<file path="src/rtl/cnt_pkg.sv">
// Shared types and helpers for the prescaled counter: run/hold state,
// direction encoding and prescaler register sizing.
package cnt_pkg;

  typedef enum logic {
    RUN  = 1'b0,
    HOLD = 1'b1
  } state_t;

  localparam logic DIR_UP   = 1'b1;
  localparam logic DIR_DOWN = 1'b0;

  // Prescaler needs at least one bit even when DIV is 1.
  function automatic int presc_width(input int div);
    return (div <= 2) ? 1 : $clog2(div);
  endfunction

endpackage

</file>
<file path="src/rtl/tick_gen.sv">
// Prescaler: emits a one-cycle step every DIV enabled cycles and can be
// restarted synchronously from zero.
module tick_gen
  import cnt_pkg::*;
#(
  parameter int DIV = 1
) (
  input  logic clkin,
  input  logic rst0,
  input  logic ena0,
  input  logic restart,
  output logic step
);

  localparam int PW = presc_width(DIV);
  localparam logic [PW-1:0] LAST = PW'(DIV - 1);

  logic [PW-1:0] presc;

  assign step = ena0 && (presc == LAST);

  always_ff @(posedge clkin or posedge rst0) begin
    if (rst0) begin
      presc <= '0;
    end else if (restart) begin
      presc <= '0;
    end else if (ena0) begin
      presc <= step ? '0 : presc + 1'b1;
    end
  end

endmodule

</file>
<file path="src/rtl/prescaled_counter.sv">
// Up/down counter with prescaler, programmable wrap limit, load/clear,
// one-shot hold and a lagged MSB output for display drive.
module prescaled_counter
  import cnt_pkg::*;
#(
  parameter int WIDTH    = 27,
  parameter int DIV      = 1,
  parameter int OUT_BITS = 4
) (
  input  logic                clkin,
  input  logic                rst0,
  input  logic                ena0,
  input  logic                clr,
  input  logic                load,
  input  logic [WIDTH-1:0]    load_val,
  input  logic                dir,
  input  logic                oneshot,
  input  logic [WIDTH-1:0]    limit,
  output logic [WIDTH-1:0]    cnt,
  output logic [OUT_BITS-1:0] out,
  output logic                tc,
  output logic                done
);

  state_t state;
  logic   step;
  logic   terminal;
  logic [WIDTH-1:0] cnt_next;
  logic [WIDTH-1:0] cnt_wrap;

  tick_gen #(
    .DIV(DIV)
  ) u_tick (
    .clkin  (clkin),
    .rst0   (rst0),
    .ena0   (ena0 && (state == RUN)),
    .restart(clr || load),
    .step   (step)
  );

  // Up direction treats anything at or above limit as terminal so an
  // out-of-range load still wraps back into 0..limit.
  assign terminal = (dir == DIR_UP) ? (cnt >= limit) : (cnt == '0);
  assign cnt_next = (dir == DIR_UP) ? cnt + 1'b1 : cnt - 1'b1;
  assign cnt_wrap = (dir == DIR_UP) ? '0 : limit;

  always_ff @(posedge clkin or posedge rst0) begin
    if (rst0) begin
      cnt   <= '0;
      out   <= '0;
      tc    <= 1'b0;
      done  <= 1'b0;
      state <= RUN;
    end else begin
      out <= cnt[WIDTH-1 -: OUT_BITS];
      tc  <= 1'b0;
      if (clr) begin
        cnt   <= '0;
        done  <= 1'b0;
        state <= RUN;
      end else if (load) begin
        cnt   <= load_val;
        done  <= 1'b0;
        state <= RUN;
      end else if (step) begin
        if (terminal) begin
          tc <= 1'b1;
          if (oneshot) begin
            done  <= 1'b1;
            state <= HOLD;
          end else begin
            cnt <= cnt_wrap;
          end
        end else begin
          cnt <= cnt_next;
        end
      end
    end
  end

endmodule

</file>
<file path="config.mk">
export PLATFORM = sky130hd
export DESIGN_NAME = prescaled_counter
export DESIGN_NICKNAME = d
export VERILOG_FILES = /design/src/rtl/cnt_pkg.sv /design/src/rtl/tick_gen.sv /design/src/rtl/prescaled_counter.sv
export SDC_FILE = /design/constraint.sdc
export NUM_CORES = 1
export LEC_CHECK = 0
export CORE_MARGIN = 2
export CORE_UTILIZATION = 52
export CTS_CLUSTER_DIAMETER = 50
export CTS_CLUSTER_SIZE = 12
export DETAILED_ROUTE_END_ITERATION = 10
export GPL_TIMING_DRIVEN = 1
export PLACE_DENSITY = 0.86
export SETUP_SLACK_MARGIN = 0.1
export SLEW_MARGIN = 20
export SYNTH_ARGS = -nofsm -noshare
export SYNTH_HDL_FRONTEND = slang
export SYNTH_HIERARCHICAL = 1
export SYNTH_SLANG_ARGS = --single-unit
</file>
<file path="constraint.sdc">
create_clock -name clkin -period 3.23 [get_ports clkin]
set_input_delay 0.969 -clock clkin [delete_from_list [all_inputs] [get_ports clkin]]
set_output_delay 0.969 -clock clkin [all_outputs]
set_load 0.1 [all_outputs]
</file>
==> results.ini, run 1 <==
[logic_synthesis]
yosysWarnings=6
yosysUniqueCellTypes=67
synthArstFlopShare=1.00
syn_inst=505
synth_ff_type=dfrtp_1
synth_top_area_cell=dfrtp_1
ys_seq_area_frac=0.213
synthesis.area_sq_mm=0.00399
ys_seq_elements=34
syn_nets=619
yosys-top-cells-area=dfrtp_1 (21%), ha_1 (16%), a21oi_1 (6.1%), o21ai_0 (4.8%), inv_1 (4.2%)
synth_top_area_frac=0.213
synth_edf_count=0
syn_area_per_cell_sq_um=7.90

[clocking]
cts_buffer_depth=2
clock-root-buffer=clkbuf_8
htree_levels=2
ctsHoldBuffers=0
numCtsBuffers=5
cts.sinks=34

[global_route]
grt_max_degree=34

[floorplanning]
std_cell_rows=31
dieWidth_microns=91.6
io_pins=94
die_h_microns=91.6
start_util=0.544

[placement]
gp_congestion=0.930
placedCellCount=808
dp_hpwl_microns=12200
io_buffers=93

[outcome]
error=[ERROR DPL-0038] Utilization greater than 100%, impossible to legalize
status=aborted with a tool error
flow.stopped_at=global routing (5_1_grt)

[timing]
worstEpCategory=register input
worst_endpoint=cnt[25]$_DFFE_PP0P_/D

synthesized netlist by cell type, types with 3 or more instances:
master,n
o21bai_1,4
a221oi_1,4
nor2b_1,7
buf_2,5
o21a_1,5
nand3_1,13
a21oi_1,49
o311ai_0,4
xor2_1,6
mux2i_1,3
clkbuf_1,17
o31ai_1,7
and4_1,3
nand2_1,39
inv_1,45
dfrtp_1,34
nand2b_1,9
nor4_1,8
a32o_1,6
nand4_1,7
nor4b_1,4
a31oi_1,4
ha_1,52
a211oi_1,7
and3_1,4
nor3_1,7
nor2_1,30
o21ai_0,38
a21o_1,9
o211ai_1,6
xnor2_1,18
a311oi_1,5
kinds of logic after synthesis:
family,after synthesis,share of synthesized area
XOR/XNOR,24,0.0527
multiplexers,3,0.00753
AO/OA/AOI/OAI,182,0.313
buffers and inverters,70,0.0697
flip-flops,34,0.213
adder cells (fa/ha/maj),53,0.168
AND/OR/NAND/NOR,139,0.175
what timing repair did:
action                                  4_1_cts
endpoints found under the setup margin       29
pin swaps                                    80
resized for setup                           208
setup buffers                                18
cloned                                        5
through the flow:
stage,util,cell area (sq um),TNS [ps],worst slack [ps]
2_1_floorplan,-,4120,-198,-133
3_3_place_gp,0.818,6000,-23640,-906
3_5_place_dp,0.818,6000,-23910,-943
4_1_cts,0.968,7100,-24.1,-24.1
==> run 2: changes to the inputs <==
--- a/config.mk
+++ b/config.mk
@@ -6,13 +6,10 @@
 export NUM_CORES = 1
 export LEC_CHECK = 0
 export CORE_MARGIN = 2
-export CORE_UTILIZATION = 52
-export CTS_CLUSTER_DIAMETER = 50
-export CTS_CLUSTER_SIZE = 12
+export CORE_UTILIZATION = 40
 export DETAILED_ROUTE_END_ITERATION = 10
 export GPL_TIMING_DRIVEN = 1
-export PLACE_DENSITY = 0.86
-export SETUP_SLACK_MARGIN = 0.1
+export PLACE_DENSITY_LB_ADDON = 0.15
 export SLEW_MARGIN = 20
 export SYNTH_ARGS = -nofsm -noshare
 export SYNTH_HDL_FRONTEND = slang
==> run 2 against run 1 <==
Net effect: the run now ends clean; synthesized area is the same; synthesized cell count stayed put.
==> results.ini, run 2 <==
[placement]
placed_cell_area_sq_mm=0.00606  ; was 0.00600 sq mm
io_buffers=93  ; unchanged
dp_hpwl_microns=11900  ; was 12200 microns
gp_congestion=0.947  ; was 0.930
placedCellCount=848  ; was 808

[timing]
finalSetupTns_ps=0
drv_slew=0
clock.fmax_mhz=312
maxSlewHeadroom=0.588
fin_crit_sh=0.993
finalHoldViolCount=0
setup_viol=0
clock_skew_ps=11.0
rsz0062_at_grt=yes
fin_crit_ps=3210
hold_slack_ps=531
tightest_slew_ps=611

[power_and_ir_drop]
p_per_area_mw_per_mm2=357
ir_worst_vdd_mv=0.245
p_leak_uw=0.00313

[clocking]
clkLatencyLatePin_ps=300
ctsHoldBuffers=0  ; unchanged
cts_buffer_depth=2  ; unchanged
cts.sinks=34  ; unchanged
numCtsBuffers=5  ; unchanged
path_clk_slew_ps=90
cts_tree=built
clock-root-buffer=clkbuf_8  ; unchanged
htree_levels=2  ; unchanged

[logic_synthesis]
synth_top_area_cell=dfrtp_1  ; unchanged
synth_top_cells_by_count=ha_1 (52), a21oi_1 (49), inv_1 (45)  ; unchanged
synthesis.area_sq_mm=0.00399  ; unchanged
syn_inst=505  ; unchanged
yosysUniqueCellTypes=67  ; unchanged
syn_area_per_cell_sq_um=7.90  ; unchanged
synth_edf_count=0  ; unchanged
synth_ff_type=dfrtp_1  ; unchanged
synth_top_area_frac=0.213  ; unchanged
ys_seq_area_frac=0.213  ; unchanged
yosysWarnings=6  ; unchanged
syn_nets=619  ; unchanged
ys_seq_elements=34  ; unchanged
yosys-top-cells-area=dfrtp_1 (21%), ha_1 (16%), a21oi_1 (6.1%), o21ai_0 (4.8%), inv_1 (4.2%)  ; unchanged
synthArstFlopShare=1.00  ; unchanged
synth_most_common_cell=ha_1  ; unchanged

[detailed_routing]
drt-total-wl_microns=16700
drc=0
vias_per_cell=5.76
drtIter0Drc=282
vias=4997
drtPass1Iterations=5
ant_nets=0
wl_per_cell_microns=19.3

[layout]
final_layout_size_suffix_gt1_frac=0.411
final_cell_mix=buf_4 (172), a21oi_1 (43), nand2_1 (37)
regMostFlops=cnt
syn2layout_area_growth_pct=73.3
diodes=0
design_area_sq_mm=0.00691
instances_no_fill=868
largest_reg_flops=27
top_regs=cnt: 27 flops, out: 4 flops
finish.utilization=0.710
layout_commonest_cell=buf_4
fin_nets=848
num-fill-cells=772

[critical_path]
cp-start-kind=primary input
path_buf_inv=5
crit_slowest_cell=a311o_1
endpoint_kind=flop
worstPathRequired_ps=3460
critPathTopFamily=compound AO/OA/AOI/OAI gates
cp_max_fo=11
crit_chain=dlygate4sd2_1 > inv_1 > ha_4 > nand3_4 > nor4_4 > buf_4 > nand2_1 > o2111a_2 > nor2_4 > buf_4 > buf_12 > nand3_1 > a311o_1 > a21oi_1
crit_path_frequent_cell=buf_4
worstSetupPathType=in -> reg
slowest_delay_ps=360
arrival_ps=3440

[flow_run]
cap_violations=0

[global_route]
grt_overflow_total=0
antenna_found_initial=0
grtUsageTotal=0.299
grt_max_degree=34
grt_pass1_vias=5110
grt_first_pass_wirelength_microns=26200

[floorplanning]
core_sq_mm=0.00973
io_pins=94  ; unchanged
die_h_microns=104  ; was 91.6 microns
dieArea_sq_mm=0.0108
dieWidth_microns=104  ; was 91.6 microns
start_util=0.410  ; was 0.544
std_cell_rows=36  ; was 31

[outcome]
status=completed  ; was aborted with a tool error

[hold_path]
hp-class=reg -> reg

-- run 2: cell type report --
class                      count  area, sq um  area share
multi-input combinational    401         3490       0.505
timing repair buffer         246         2110       0.305
sequential                    34          852       0.123
inverter                      46          180      0.0261
tap                          133          166      0.0241
clock buffer                   5         68.8     0.00996
clock inverter                 3         45.0     0.00652
-- run 2: final timing paths --
kind	startpoint	endpoint	slack, ps	cells past startpoint
max in group asynchronous	rst0	cnt[22]$_DFFE_PP0P_	1760	3
worst max-delay path	limit[24]	cnt[4]$_DFFE_PP0P_	20	14
worst min register to register	u_tick/presc$_DFFE_PP0P_	u_tick/presc$_DFFE_PP0P_	530	1
min in group asynchronous	rst0	u_tick/presc$_DFFE_PP0P_	820	2
worst max register to register	cnt[0]$_DFFE_PP0P_	cnt[26]$_DFFE_PP0P_	350	11
worst min-delay path	u_tick/presc$_DFFE_PP0P_	u_tick/presc$_DFFE_PP0P_	530	1
-- run 2: timing repair --
item,CTS,global route
endpoints found under the setup margin,29,27
pin swaps,42,14
buffers inserted,7,4
gates resized for setup,130,39
cloned,2,0
-- run 2: metrics by stage --
stage          setup slack, ps  total power, uW
2_1_floorplan             -147             1300
3_3_place_gp              -795             1800
3_5_place_dp              -849             1820
4_1_cts                  -1.01             2390
5_1_grt                  -67.3             2580
6_report                  22.6             2470
-- run 2: worst register-to-register path, stage by stage, from the launching register on --
cell and delay [ps]:
dfrtp_1 390, buf_4 170, fa_1 450, a21o_4 250
a221oi_4 290, and4_4 300, or3_1 160, a31oi_4 110
mux2i_2 190, a221oi_4 250, a21oi_2 60, o32ai_2 190
-- run 2: metal layers --
layer,track usage,up-vias,routed length (microns)
met2,0.504,241,7950
met3,0.0598,44,1300
li1,-,2340,-
met4,0.0907,0,432
met5,0,-,0
met1,0.386,2372,7060
-- run 2: cell families after synthesis --
family | count (synthesis) | share of synthesized area
compound gates | 182 | 0.313
simple gates | 139 | 0.175
buf+inv | 70 | 0.0697
fa+ha+maj | 53 | 0.168
flops | 34 | 0.213
xor+xnor | 24 | 0.0527
mux | 3 | 0.00753
-- run 2: power by group --
group | switching [uW] | internal, uW | leakage [uW]
sequential | 50.5 | 460 | 0.000445
clock | 196 | 230 | 0.0000504
combinational | 866 | 666 | 0.00264
total | 1110 | 1360 | 0.00313
No activity file was read; power rests on OpenSTA's default activity.
